`src/rtl/eth_rx_pkg.sv`:
```
// Shared defaults and FSM encoding for the RX stream-ID filter.
// Imported by rx_id_filter.
package eth_rx_pkg;

    localparam int ID_OFFSET_DEF  = 34;
    localparam int SEQ_OFFSET_DEF = 35;

    typedef enum logic [2:0] {
        ST_WAIT,
        ST_IDLE,
        ST_HDR,
        ST_PASS,
        ST_DROP
    } state_e;

    function automatic int max_int(input int a, input int b);
        return (a > b) ? a : b;
    endfunction

endpackage

```
`src/rtl/tagged_delay_line.sv`:
```
// Fixed-depth shift register carrying {en, data, tag} words.
// Ports: clk, rst_n (async clear), d_in (stage 1 input), d_out (last stage).
module tagged_delay_line #(
    parameter int WIDTH = 10,
    parameter int DEPTH = 35
) (
    input  logic             clk,
    input  logic             rst_n,
    input  logic [WIDTH-1:0] d_in,
    output logic [WIDTH-1:0] d_out
);

    logic [WIDTH-1:0] pipe_q [DEPTH];
    logic [WIDTH-1:0] pipe_d [DEPTH];

    always_comb begin
        pipe_d[0] = d_in;
        for (int i = 1; i < DEPTH; i++) begin
            pipe_d[i] = pipe_q[i-1];
        end
    end

    always_ff @(posedge clk or negedge rst_n) begin
        if (!rst_n) begin
            for (int i = 0; i < DEPTH; i++) begin
                pipe_q[i] <= '0;
            end
        end else begin
            for (int i = 0; i < DEPTH; i++) begin
                pipe_q[i] <= pipe_d[i];
            end
        end
    end

    assign d_out = pipe_q[DEPTH-1];

endmodule

```
`src/rtl/rx_id_filter.sv`:
```
// Forwards whole frames whose ID byte matches sel_id, with fixed latency,
// and checks a per-frame sequence byte for lost/duplicate frames.
// Ports: clk, rst (async active-low), rx_en/rx_data in, sel_id, filter_en,
// data_out/en_out delayed stream, lost/dup pulses, lost_count/dup_count.
module rx_id_filter
    import eth_rx_pkg::*;
#(
    parameter int DATA_W     = 8,
    parameter int ID_OFFSET  = ID_OFFSET_DEF,
    parameter int ID_W       = 4,
    parameter int SEQ_OFFSET = SEQ_OFFSET_DEF,
    parameter int SEQ_W      = 8,
    parameter int CNT_W      = 16
) (
    input  logic              clk,
    input  logic              rst,
    input  logic              rx_en,
    input  logic [DATA_W-1:0] rx_data,
    input  logic [ID_W-1:0]   sel_id,
    input  logic              filter_en,
    output logic [DATA_W-1:0] data_out,
    output logic              en_out,
    output logic              lost,
    output logic              dup,
    output logic [CNT_W-1:0]  lost_count,
    output logic [CNT_W-1:0]  dup_count
);

    localparam int ADDR_W = $clog2(max_int(ID_OFFSET, SEQ_OFFSET) + 2);
    localparam logic [ADDR_W-1:0] ID_A  = ADDR_W'(ID_OFFSET);
    localparam logic [ADDR_W-1:0] SEQ_A = ADDR_W'(SEQ_OFFSET);
    localparam bit SEQ_LATE = SEQ_OFFSET > ID_OFFSET;
    localparam bit SEQ_SAME = SEQ_OFFSET == ID_OFFSET;
    localparam int LW = DATA_W + 2;

    state_e             state_q, state_d;
    logic               s0_en_q, s0_en_d;
    logic [DATA_W-1:0]  s0_data_q, s0_data_d;
    logic [ADDR_W-1:0]  addr_q, addr_d;
    logic               tag_q, tag_d;
    logic [1:0]         dec_q, dec_d;
    logic               primed_q, primed_d;
    logic               synced_q, synced_d;
    logic [SEQ_W-1:0]   exp_q, exp_d;
    logic [SEQ_W-1:0]   seq_lat_q, seq_lat_d;
    logic [ID_W-1:0]    last_id_q, last_id_d;
    logic [ID_W-1:0]    frame_id_q, frame_id_d;
    logic               lost_q, lost_d;
    logic               dup_q, dup_d;
    logic [CNT_W-1:0]   lost_cnt_q, lost_cnt_d;
    logic [CNT_W-1:0]   dup_cnt_q, dup_cnt_d;

    logic               cur_tag;
    logic               id_hit;
    logic               chk;
    logic [ID_W-1:0]    chk_id;
    logic [SEQ_W-1:0]   seq_val;
    logic [SEQ_W-1:0]   diff;
    logic [CNT_W:0]     lost_sum;
    logic [LW-1:0]      dl_out;
    logic               last_en;
    logic [DATA_W-1:0]  last_data;
    logic               last_tag;

    always_comb begin
        s0_en_d    = rx_en;
        s0_data_d  = rx_data;
        addr_d     = '0;
        primed_d   = 1'b1;
        state_d    = state_q;
        tag_d      = tag_q;
        dec_d      = dec_q;
        cur_tag    = tag_q;
        frame_id_d = frame_id_q;
        seq_lat_d  = seq_lat_q;
        chk        = 1'b0;
        chk_id     = frame_id_q;
        seq_val    = s0_data_q[SEQ_W-1:0];
        id_hit     = ~filter_en | (s0_data_q[ID_W-1:0] == sel_id);

        // addr follows the byte that s0 will hold next
        if (rx_en && s0_en_q) begin
            addr_d = (addr_q == '1) ? addr_q : addr_q + 1'b1;
        end

        if (s0_en_q && addr_q == SEQ_A) begin
            seq_lat_d = s0_data_q[SEQ_W-1:0];
        end

        unique case (state_q)
            // primed_q masks the s0 value cleared by reset, so a frame
            // already in flight at release is not taken as a new one
            ST_WAIT: begin
                if (primed_q && !s0_en_q) state_d = ST_IDLE;
            end
            ST_IDLE: begin
                if (s0_en_q) begin
                    state_d        = ST_HDR;
                    tag_d          = ~tag_q;
                    cur_tag        = ~tag_q;
                    dec_d[~tag_q]  = 1'b0;
                end
            end
            ST_HDR: begin
                if (!s0_en_q) begin
                    state_d       = ST_IDLE;
                    dec_d[tag_q]  = ~filter_en;
                end else if (addr_q == ID_A) begin
                    dec_d[tag_q] = id_hit;
                    frame_id_d   = sel_id;
                    state_d      = id_hit ? ST_PASS : ST_DROP;
                    if (!SEQ_LATE && id_hit) begin
                        chk     = 1'b1;
                        chk_id  = sel_id;
                        seq_val = SEQ_SAME ? s0_data_q[SEQ_W-1:0]
                                           : seq_lat_q;
                    end
                end
            end
            ST_PASS: begin
                if (!s0_en_q) begin
                    state_d = ST_IDLE;
                end else if (SEQ_LATE && addr_q == SEQ_A) begin
                    chk = 1'b1;
                end
            end
            ST_DROP: begin
                if (!s0_en_q) state_d = ST_IDLE;
            end
            default: state_d = ST_WAIT;
        endcase
    end

    always_comb begin
        diff       = seq_val - exp_q;
        lost_sum   = {1'b0, lost_cnt_q} + (CNT_W+1)'(diff);
        lost_d     = 1'b0;
        dup_d      = 1'b0;
        exp_d      = exp_q;
        synced_d   = synced_q;
        last_id_d  = last_id_q;
        lost_cnt_d = lost_cnt_q;
        dup_cnt_d  = dup_cnt_q;

        if (chk) begin
            last_id_d = chk_id;
            if (!synced_q || chk_id != last_id_q) begin
                synced_d = 1'b1;
                exp_d    = seq_val + 1'b1;
            end else if (diff == '0) begin
                exp_d = seq_val + 1'b1;
            end else if (diff == '1) begin
                dup_d = 1'b1;
                if (dup_cnt_q != '1) dup_cnt_d = dup_cnt_q + 1'b1;
            end else begin
                lost_d     = 1'b1;
                exp_d      = seq_val + 1'b1;
                lost_cnt_d = lost_sum[CNT_W] ? '1 : lost_sum[CNT_W-1:0];
            end
        end
    end

    always_ff @(posedge clk or negedge rst) begin
        if (!rst) begin
            state_q    <= ST_WAIT;
            s0_en_q    <= 1'b0;
            s0_data_q  <= '0;
            addr_q     <= '0;
            tag_q      <= 1'b0;
            dec_q      <= '0;
            primed_q   <= 1'b0;
            synced_q   <= 1'b0;
            exp_q      <= '0;
            seq_lat_q  <= '0;
            last_id_q  <= '0;
            frame_id_q <= '0;
            lost_q     <= 1'b0;
            dup_q      <= 1'b0;
            lost_cnt_q <= '0;
            dup_cnt_q  <= '0;
        end else begin
            state_q    <= state_d;
            s0_en_q    <= s0_en_d;
            s0_data_q  <= s0_data_d;
            addr_q     <= addr_d;
            tag_q      <= tag_d;
            dec_q      <= dec_d;
            primed_q   <= primed_d;
            synced_q   <= synced_d;
            exp_q      <= exp_d;
            seq_lat_q  <= seq_lat_d;
            last_id_q  <= last_id_d;
            frame_id_q <= frame_id_d;
            lost_q     <= lost_d;
            dup_q      <= dup_d;
            lost_cnt_q <= lost_cnt_d;
            dup_cnt_q  <= dup_cnt_d;
        end
    end

    tagged_delay_line #(
        .WIDTH (LW),
        .DEPTH (ID_OFFSET + 1)
    ) u_dly (
        .clk   (clk),
        .rst_n (rst),
        .d_in  ({s0_en_q, s0_data_q, cur_tag}),
        .d_out (dl_out)
    );

    assign {last_en, last_data, last_tag} = dl_out;

    assign en_out     = last_en & dec_q[last_tag];
    assign data_out   = last_data;
    assign lost       = lost_q;
    assign dup        = dup_q;
    assign lost_count = lost_cnt_q;
    assign dup_count  = dup_cnt_q;

endmodule
```
`config.mk`:
```
export PLATFORM = sky130hd
export DESIGN_NAME = rx_id_filter
export DESIGN_NICKNAME = d
export VERILOG_FILES = /design/src/rtl/eth_rx_pkg.sv /design/src/rtl/tagged_delay_line.sv /design/src/rtl/rx_id_filter.sv
export SDC_FILE = /design/constraint.sdc
export NUM_CORES = 1
export LEC_CHECK = 0
export BUFFER_PORTS_ARGS = -buffer_cell sky130_fd_sc_hd__buf_2
export CORE_MARGIN = 3
export CORE_UTILIZATION = 55
export DETAILED_ROUTE_END_ITERATION = 16
export PLACE_DENSITY = 0.73
export SLEW_MARGIN = 20
export SYNTH_ARGS = -nofsm -noshare
export SYNTH_HDL_FRONTEND = slang
export SYNTH_SLANG_ARGS = --single-unit
```
`constraint.sdc`:
```
create_clock -name clk -period 5.8 [get_ports clk]
set_input_delay 1.16 -clock clk [delete_from_list [all_inputs] [get_ports clk]]
set_output_delay 1.16 -clock clk [all_outputs]
set_load 0.01 [all_outputs]
```
==> results.sh, run 1 <==
export IMPL_busiest_layer="met2"
export IMPL_worstMarginPinSlew_ns=0.905
export IMPL_ctsHtreeMaxLevel=2
export IMPL_die_y_um=159
export IMPL_seq_area_frac_synth=0.819
export IMPL_port_buffers=58
export IMPL_synthSimpleGateAreaFrac=0.0604
export IMPL_fillCellCount=1598
export IMPL_outcome="completed"
export IMPL_post_cts_buffers=0
export IMPL_cts_root_buf="clkbuf_16"
export IMPL_endpoint_kind="flip-flop"
export IMPL_peakVddDrop_mv=0.254
export IMPL_clock_fmax_ghz=0.246
export IMPL_ys_ff_latch=422
export IMPL_grt_use_met1=0.218
export IMPL_ys_warn_count=0
export IMPL_synth_area_leader_cell="dfrtp_1"
export IMPL_p_leak_nw=6.95
export IMPL_cp_max_fo=11
export IMPL_p_per_area_nw_per_um2=406
export IMPL_clkLatencyLatePin_ns=0.52
export IMPL_num_rows=55
export IMPL_crit_type="reg -> reg"
export IMPL_post_dp_hpwl_um=10200
export IMPL_n_antenna_cell=0
export IMPL_start_util=0.564
export IMPL_synthXorXnorAreaFrac=0.0278
export IMPL_relSlewSlack=0.397
export IMPL_placedInstanceArea_sq_um=13500
export IMPL_drt_iter0_markers=440
export IMPL_rsz0062_at_grt="no"
export IMPL_yosys_top_cells_area="dfrtp_1 82%, mux2_2 2.3%, ha_1 1.9%"
export IMPL_grt_pass1_wl_um=33500
export IMPL_syn_num_nets=800
export IMPL_skew_ns=0.00923
export IMPL_fin_area_sq_um=14900
export IMPL_synth_enable_flop_cells=0
export IMPL_drv_cap=0
export IMPL_worstPathArrival_ns=4.47
export IMPL_synth_top_family_by_area="simple AND/OR/NAND/NOR gates"
export IMPL_viasPerCell=4.95
export IMPL_cts_tree="yes"
export IMPL_finalNetCount=889
export IMPL_ctsResizeCount=0
export IMPL_wl_um=19700
export IMPL_synth_most_common_cell="dfrtp_1"
export IMPL_antenna_found_initial=0
export IMPL_synth_top_area_frac=0.819
export IMPL_synth_ff_type="dfrtp_1"
export IMPL_avgSynthCellArea_sq_um=16.9
export IMPL_period_minus_slack_ns=4.07
export IMPL_synth_compound_area_frac=0.0293
export IMPL_wl_per_cell_um=16.4
export IMPL_gp_congestion=0.803
export IMPL_hold_viol_final=0
export IMPL_setup_viol=0
export IMPL_required_ns=6.20
export IMPL_grt_use_total=0.163
export IMPL_path_clk_slew_ns=0.06
export IMPL_grt_met3_usage=0.0297
export IMPL_grt_pass1_vias=6547
export IMPL_async_flop_share=1.00
export IMPL_area_delta_synth_final_pct=15.4
export IMPL_io_pin_count=59
export IMPL_cts_buffers=40
export IMPL_die_width_um=159
export IMPL_core_area_sq_um=22800
export IMPL_clockBufferDepth=3
export IMPL_hold_buffers=0
export IMPL_synthMuxAreaShare=0.0258
export IMPL_synthAdderAreaFrac=0.0225
export IMPL_drc_errors=0
export IMPL_syn_inst=762
export IMPL_start_kind="flip-flop"
export IMPL_final_core_util=0.651
export IMPL_fin_crit_sh=0.702
export IMPL_dieArea_sq_um=25300
export IMPL_grt_util_met2=0.276
export IMPL_vias=5914
export IMPL_synthesis_area_sq_um=12900
export IMPL_layout_drive_gt1_share=0.187
export IMPL_overflow=0
export IMPL_fin_tns_setup_ns=0
export IMPL_dr_pass1_iters=4
export IMPL_drtAntennaViolNets=0
export IMPL_grt_max_degree=140
export IMPL_synth_common_cells="422 x dfrtp_1, 34 x nand2_1, 27 x nor2_1"
export IMPL_ys_types=54
export IMPL_cts_sinks=422
export IMPL_maxSlewViolCount=0
export IMPL_min_path_type="reg -> reg"
==> cell families (layout without fill, tap and decap cells) <==
group	count (synthesis)	count (layout)
flip-flops	422	422
XOR/XNOR	40	40
AND/OR/NAND/NOR	145	145
adder cells (fa/ha/maj)	22	22
AO/OA/AOI/OAI	60	60
buffers and inverters	42	162
multiplexers	30	30
other	1	1
==> sequential cells by signal (all words and copies together), names as in the netlist, 2 cells and up <==
signal,flops
u_dly.pipe_d,340
chk_id,4
s0_data_q,8
dec_q,2
u_dly.d_out,10
exp_q,8
addr_q,6
dup_count,16
last_id_q,4
lost_count,16
state_q,3
==> through the flow <==
step	setup slack [ns]	instances	hold WS, ns	power (mW)
floorplan	2.29	762	0.331	3.38
global placement	1.91	1122	0.332	3.49
detailed placement	1.79	1122	0.335	3.50
CTS	1.71	1195	0.341	6.15
global route	1.40	1195	0.349	6.30
finish	1.73	1195	0.342	6.04
==> path summary, 6_finish.rpt <==
kind / startpoint / end / slack (ns) / cells past startpoint
max: s0_data_q[0]$_DFF_PN0_ / lost_count[6]$_DFFE_PN0P_ / 1.73 / 15
min: u_dly.pipe_d[53]$_DFF_PN0_ / u_dly.pipe_d[43]$_DFF_PN0_ / 0.34 / 0
max reg2reg: s0_data_q[0]$_DFF_PN0_ / lost_count[6]$_DFFE_PN0P_ / 1.73 / 15
min reg2reg: u_dly.pipe_d[53]$_DFF_PN0_ / u_dly.pipe_d[43]$_DFF_PN0_ / 0.34 / 0
max in group asynchronous: rst / u_dly.pipe_d[48]$_DFF_PN0_ / 3.77 / 2
min in group asynchronous: rst / u_dly.pipe_d[21]$_DFF_PN0_ / 0.72 / 1
==> layout make-up <==
type	instances	area, sq um	area share
inverters	26	97.6	0.00656
multi-input cells	298	2140	0.144
well taps	313	392	0.0263
flip-flops and latches	422	10600	0.710
clock buffers	64	1250	0.0843
repair buffers	63	350	0.0235
clock inverters	9	83.8	0.00563
==> cell usage in the layout, fill, tap and decap left out, types with 6 or more instances in the layout <==
| cell | synthesis | routed |
|---|---|---|
| nand2b_1 | 7 | 7 |
| inv_1 | 26 | 26 |
| ha_1 | 20 | 20 |
| xor2_1 | 21 | 21 |
| clkbuf_8 | 0 | 12 |
| o21ai_0 | 14 | 14 |
| and3_1 | 7 | 7 |
| mux2_2 | 26 | 26 |
| nor2_1 | 27 | 27 |
| clkbuf_16 | 0 | 42 |
| xnor2_1 | 18 | 18 |
| nor3_1 | 20 | 20 |
| clkbuf_1 | 4 | 10 |
| nand3_1 | 16 | 16 |
| clkinv_2 | 0 | 6 |
| dfrtp_1 | 422 | 422 |
| a21oi_1 | 18 | 18 |
| nand2_1 | 34 | 34 |
| buf_2 | 4 | 57 |
| nand4_1 | 9 | 9 |
==> routing by layer <==
layer,vias to the layer above,wire length [um]
met5,-,0
met3,45,693
li1,2706,-
met2,107,9960
met4,0,482
met1,3056,8520
==> critical path: stages, from the launching register on <==
cell and delay (ns):
dfrtp_1 0.43, inv_1 0.09, ha_1 0.16, inv_1 0.05, fa_1 0.41, a211oi_2 0.24, nor2_1 0.09, xor2_1 0.22
ha_1 0.33, and2_1 0.18, a311oi_1 0.32, o21ai_0 0.19, a221o_1 0.41, nand2b_1 0.37, o21ai_0 0.18, mux2_2 0.30
==> power breakdown <==
part / total (mW) / switching (mW) / internal, mW
Sequential: 3.29 / 0.0995 / 3.19
Clock: 2.58 / 1.05 / 1.53
Combinational: 0.165 / 0.114 / 0.0517
Note: power is estimated with default switching activity, not from simulation.
==> run 2, diff against run 1 <==
--- a/config.mk
+++ b/config.mk
@@ -7,9 +7,9 @@
 export LEC_CHECK = 0
 export BUFFER_PORTS_ARGS = -buffer_cell sky130_fd_sc_hd__buf_2
 export CORE_MARGIN = 3
-export CORE_UTILIZATION = 55
+export CORE_UTILIZATION = 54
 export DETAILED_ROUTE_END_ITERATION = 16
-export PLACE_DENSITY = 0.73
+export PLACE_DENSITY = 0.74
 export SLEW_MARGIN = 20
 export SYNTH_ARGS = -nofsm -noshare
 export SYNTH_HDL_FRONTEND = slang
==> constraint.sdc (replaced) <==
create_clock -name clk -period 3.3 [get_ports clk]
set_input_delay 0.66 -clock clk [delete_from_list [all_inputs] [get_ports clk]]
set_output_delay 0.66 -clock clk [all_outputs]
set_load 0.01 [all_outputs]
==> run 2 against run 1 <==
  * The flow now finishes with violations (setup timing)
  * Non-clock buffer count grew 35
  * Global-route usage grew 0.68 points
  * Die area grew 1.8%
==> results.sh, run 2 (synthesized netlist as in run 1, its figures left out) <==
export IMPL_setup_viol=15
export IMPL_gp_congestion=0.799
export IMPL_clockBufferDepth=3
export IMPL_failed_checks="setup timing"
export IMPL_overflow=0
export IMPL_grt_use_total=0.170
export IMPL_vias=6148
export IMPL_outcome="finished with violations"
export IMPL_grt_max_degree=99
export IMPL_io_pin_count=59
export IMPL_p_total_mw=10.6
export IMPL_post_dp_hpwl_um=11200
export IMPL_relSlewSlack=0.511
export IMPL_slowest_stage="dfrtp_1"
export IMPL_wl_per_cell_um=17.0
export IMPL_wl_um=20700
export IMPL_largest_reg_flops=340
export IMPL_finalNetCount=923
export IMPL_period_minus_slack_ns=3.36
export IMPL_crit_chain="inv_2, ha_4, inv_2, fa_2, a211oi_2, nor2_1, xor2_1, ha_1, and2_4, a311oi_4, o21ai_2, a221o_1, nand2b_1, buf_4, nand2_2, mux2_4"
export IMPL_cp_max_fo=3
export IMPL_fin_area_sq_um=15300
export IMPL_start_util=0.559
export IMPL_mostFrequentLayoutCell="dfrtp_1"
export IMPL_peakVddDrop_mv=0.434
export IMPL_setup_slack_ns=-0.0624
export IMPL_ctsHtreeMaxLevel=2
export IMPL_num_rows=55
export IMPL_drc_errors=0
export IMPL_final_core_util=0.662
export IMPL_cts_buffers=39
export IMPL_rsz0062_at_grt="yes"
export IMPL_drt_iter0_markers=457
export IMPL_worstMarginPinSlew_ns=0.734
export IMPL_placedInstanceArea_sq_um=13800
export IMPL_viasPerCell=5.04
export IMPL_mostFrequentLayoutCells="422 x dfrtp_1, 57 x buf_2, 41 x clkbuf_16, 33 x buf_4, 32 x nand2_1"
export IMPL_cts_root_buf="clkbuf_16"
export IMPL_maxSlewViolCount=0
export IMPL_hold_ws_ns=0.166
export IMPL_clkLatencyLatePin_ns=0.52
export IMPL_r2r_setup_slack_ns=-0.06
export IMPL_p_per_area_nw_per_um2=694
export IMPL_critPathMaxStageDelay_ns=0.39
export IMPL_path_clk_slew_ns=0.06
export IMPL_die_width_um=161
export IMPL_cp_top_family="compound AO/OA/AOI/OAI gates"
export IMPL_clock_fmax_ghz=0.297
export IMPL_path_common_cell="inv_2"
export IMPL_grt_pass1_wl_um=35300
export IMPL_fin_tns_setup_ns=-0.684
export IMPL_drv_cap=0
export IMPL_min_path_type="in -> async"
export IMPL_skew_ns=0.0128
export IMPL_dieArea_sq_um=25800
export IMPL_dr_pass1_iters=4
export IMPL_hold_viol_final=0
export IMPL_crit_type="reg -> reg"
export IMPL_worstPathArrival_ns=3.76
export IMPL_core_area_sq_um=23100
export IMPL_start_kind="flip-flop"
export IMPL_port_buffers=58
export IMPL_fin_crit_sh=1.02
export IMPL_area_delta_synth_final_pct=18.4
export IMPL_drtAntennaViolNets=0
export IMPL_antenna_found_initial=0
export IMPL_p_leak_nw=7.13
export IMPL_die_y_um=161
export IMPL_endpoint_kind="flip-flop"
export IMPL_cts_sinks=422
export IMPL_required_ns=3.70
export IMPL_layout_drive_gt1_share=0.237
export IMPL_cp_num_buf_inv=3
export IMPL_cts_tree="yes"
export IMPL_grt_pass1_vias=6824
export IMPL_n_antenna_cell=0
[run 2: final timing paths]
check / start / endpoint / depth (start not counted)
hold reg to reg: u_dly.pipe_d[227]$_DFF_PN0_ / u_dly.pipe_d[217]$_DFF_PN0_ / 0
max in group asynchronous: rst / u_dly.pipe_d[270]$_DFF_PN0_ / 2
min in group clk: rx_data[2] / s0_data_q[2]$_DFF_PN0_ / 1
setup reg to reg: s0_data_q[0]$_DFF_PN0_ / lost_count[13]$_DFFE_PN0P_ / 16
setup / recovery: s0_data_q[0]$_DFF_PN0_ / lost_count[13]$_DFFE_PN0P_ / 16
hold / removal: rst / u_dly.pipe_d[87]$_DFF_PN0_ / 1
[run 2: cell type report]
class | instances | area, sq um
clock buffer | 54 | 1130
clock inverter | 10 | 146
fill | 1544 | 7780
inverter | 26 | 97.6
multi-input combinational | 298 | 2280
sequential | 422 | 10600
tap | 313 | 392
timing repair buffer | 98 | 662
[run 2: metrics by stage]
stage	cells	setup WS [ns]
6_report	1221	-0.0624
5_1_grt	1221	-0.246
4_1_cts	1216	-0.0721
3_5_place_dp	1148	-0.100
3_3_place_gp	1148	-0.0755
2_1_floorplan	762	-0.0569
[run 2: power breakdown]
part / internal (mW) / total, mW / switching, mW
combinational: 0.125 / 0.344 / 0.218
clock: 2.64 / 4.46 / 1.82
sequential: 5.61 / 5.78 / 0.174
total: 8.38 / 10.6 / 2.22
[run 2: what timing repair did]
action | in CTS | in global routing
hold buffers | 0 | 0
setup buffers | 4 | 5
gates resized for setup | 15 | 17
pin swaps | 10 | 18
endpoints found under the setup margin | 16 | 16
[run 2: metal layers]
layer | share of wire | global-route usage
met1 | 0.42 | 0.224
met2 | 0.53 | 0.294
met3 | 0.034 | 0.0320
met4 | 0.017 | 0.0450
met5 | 0 | 0
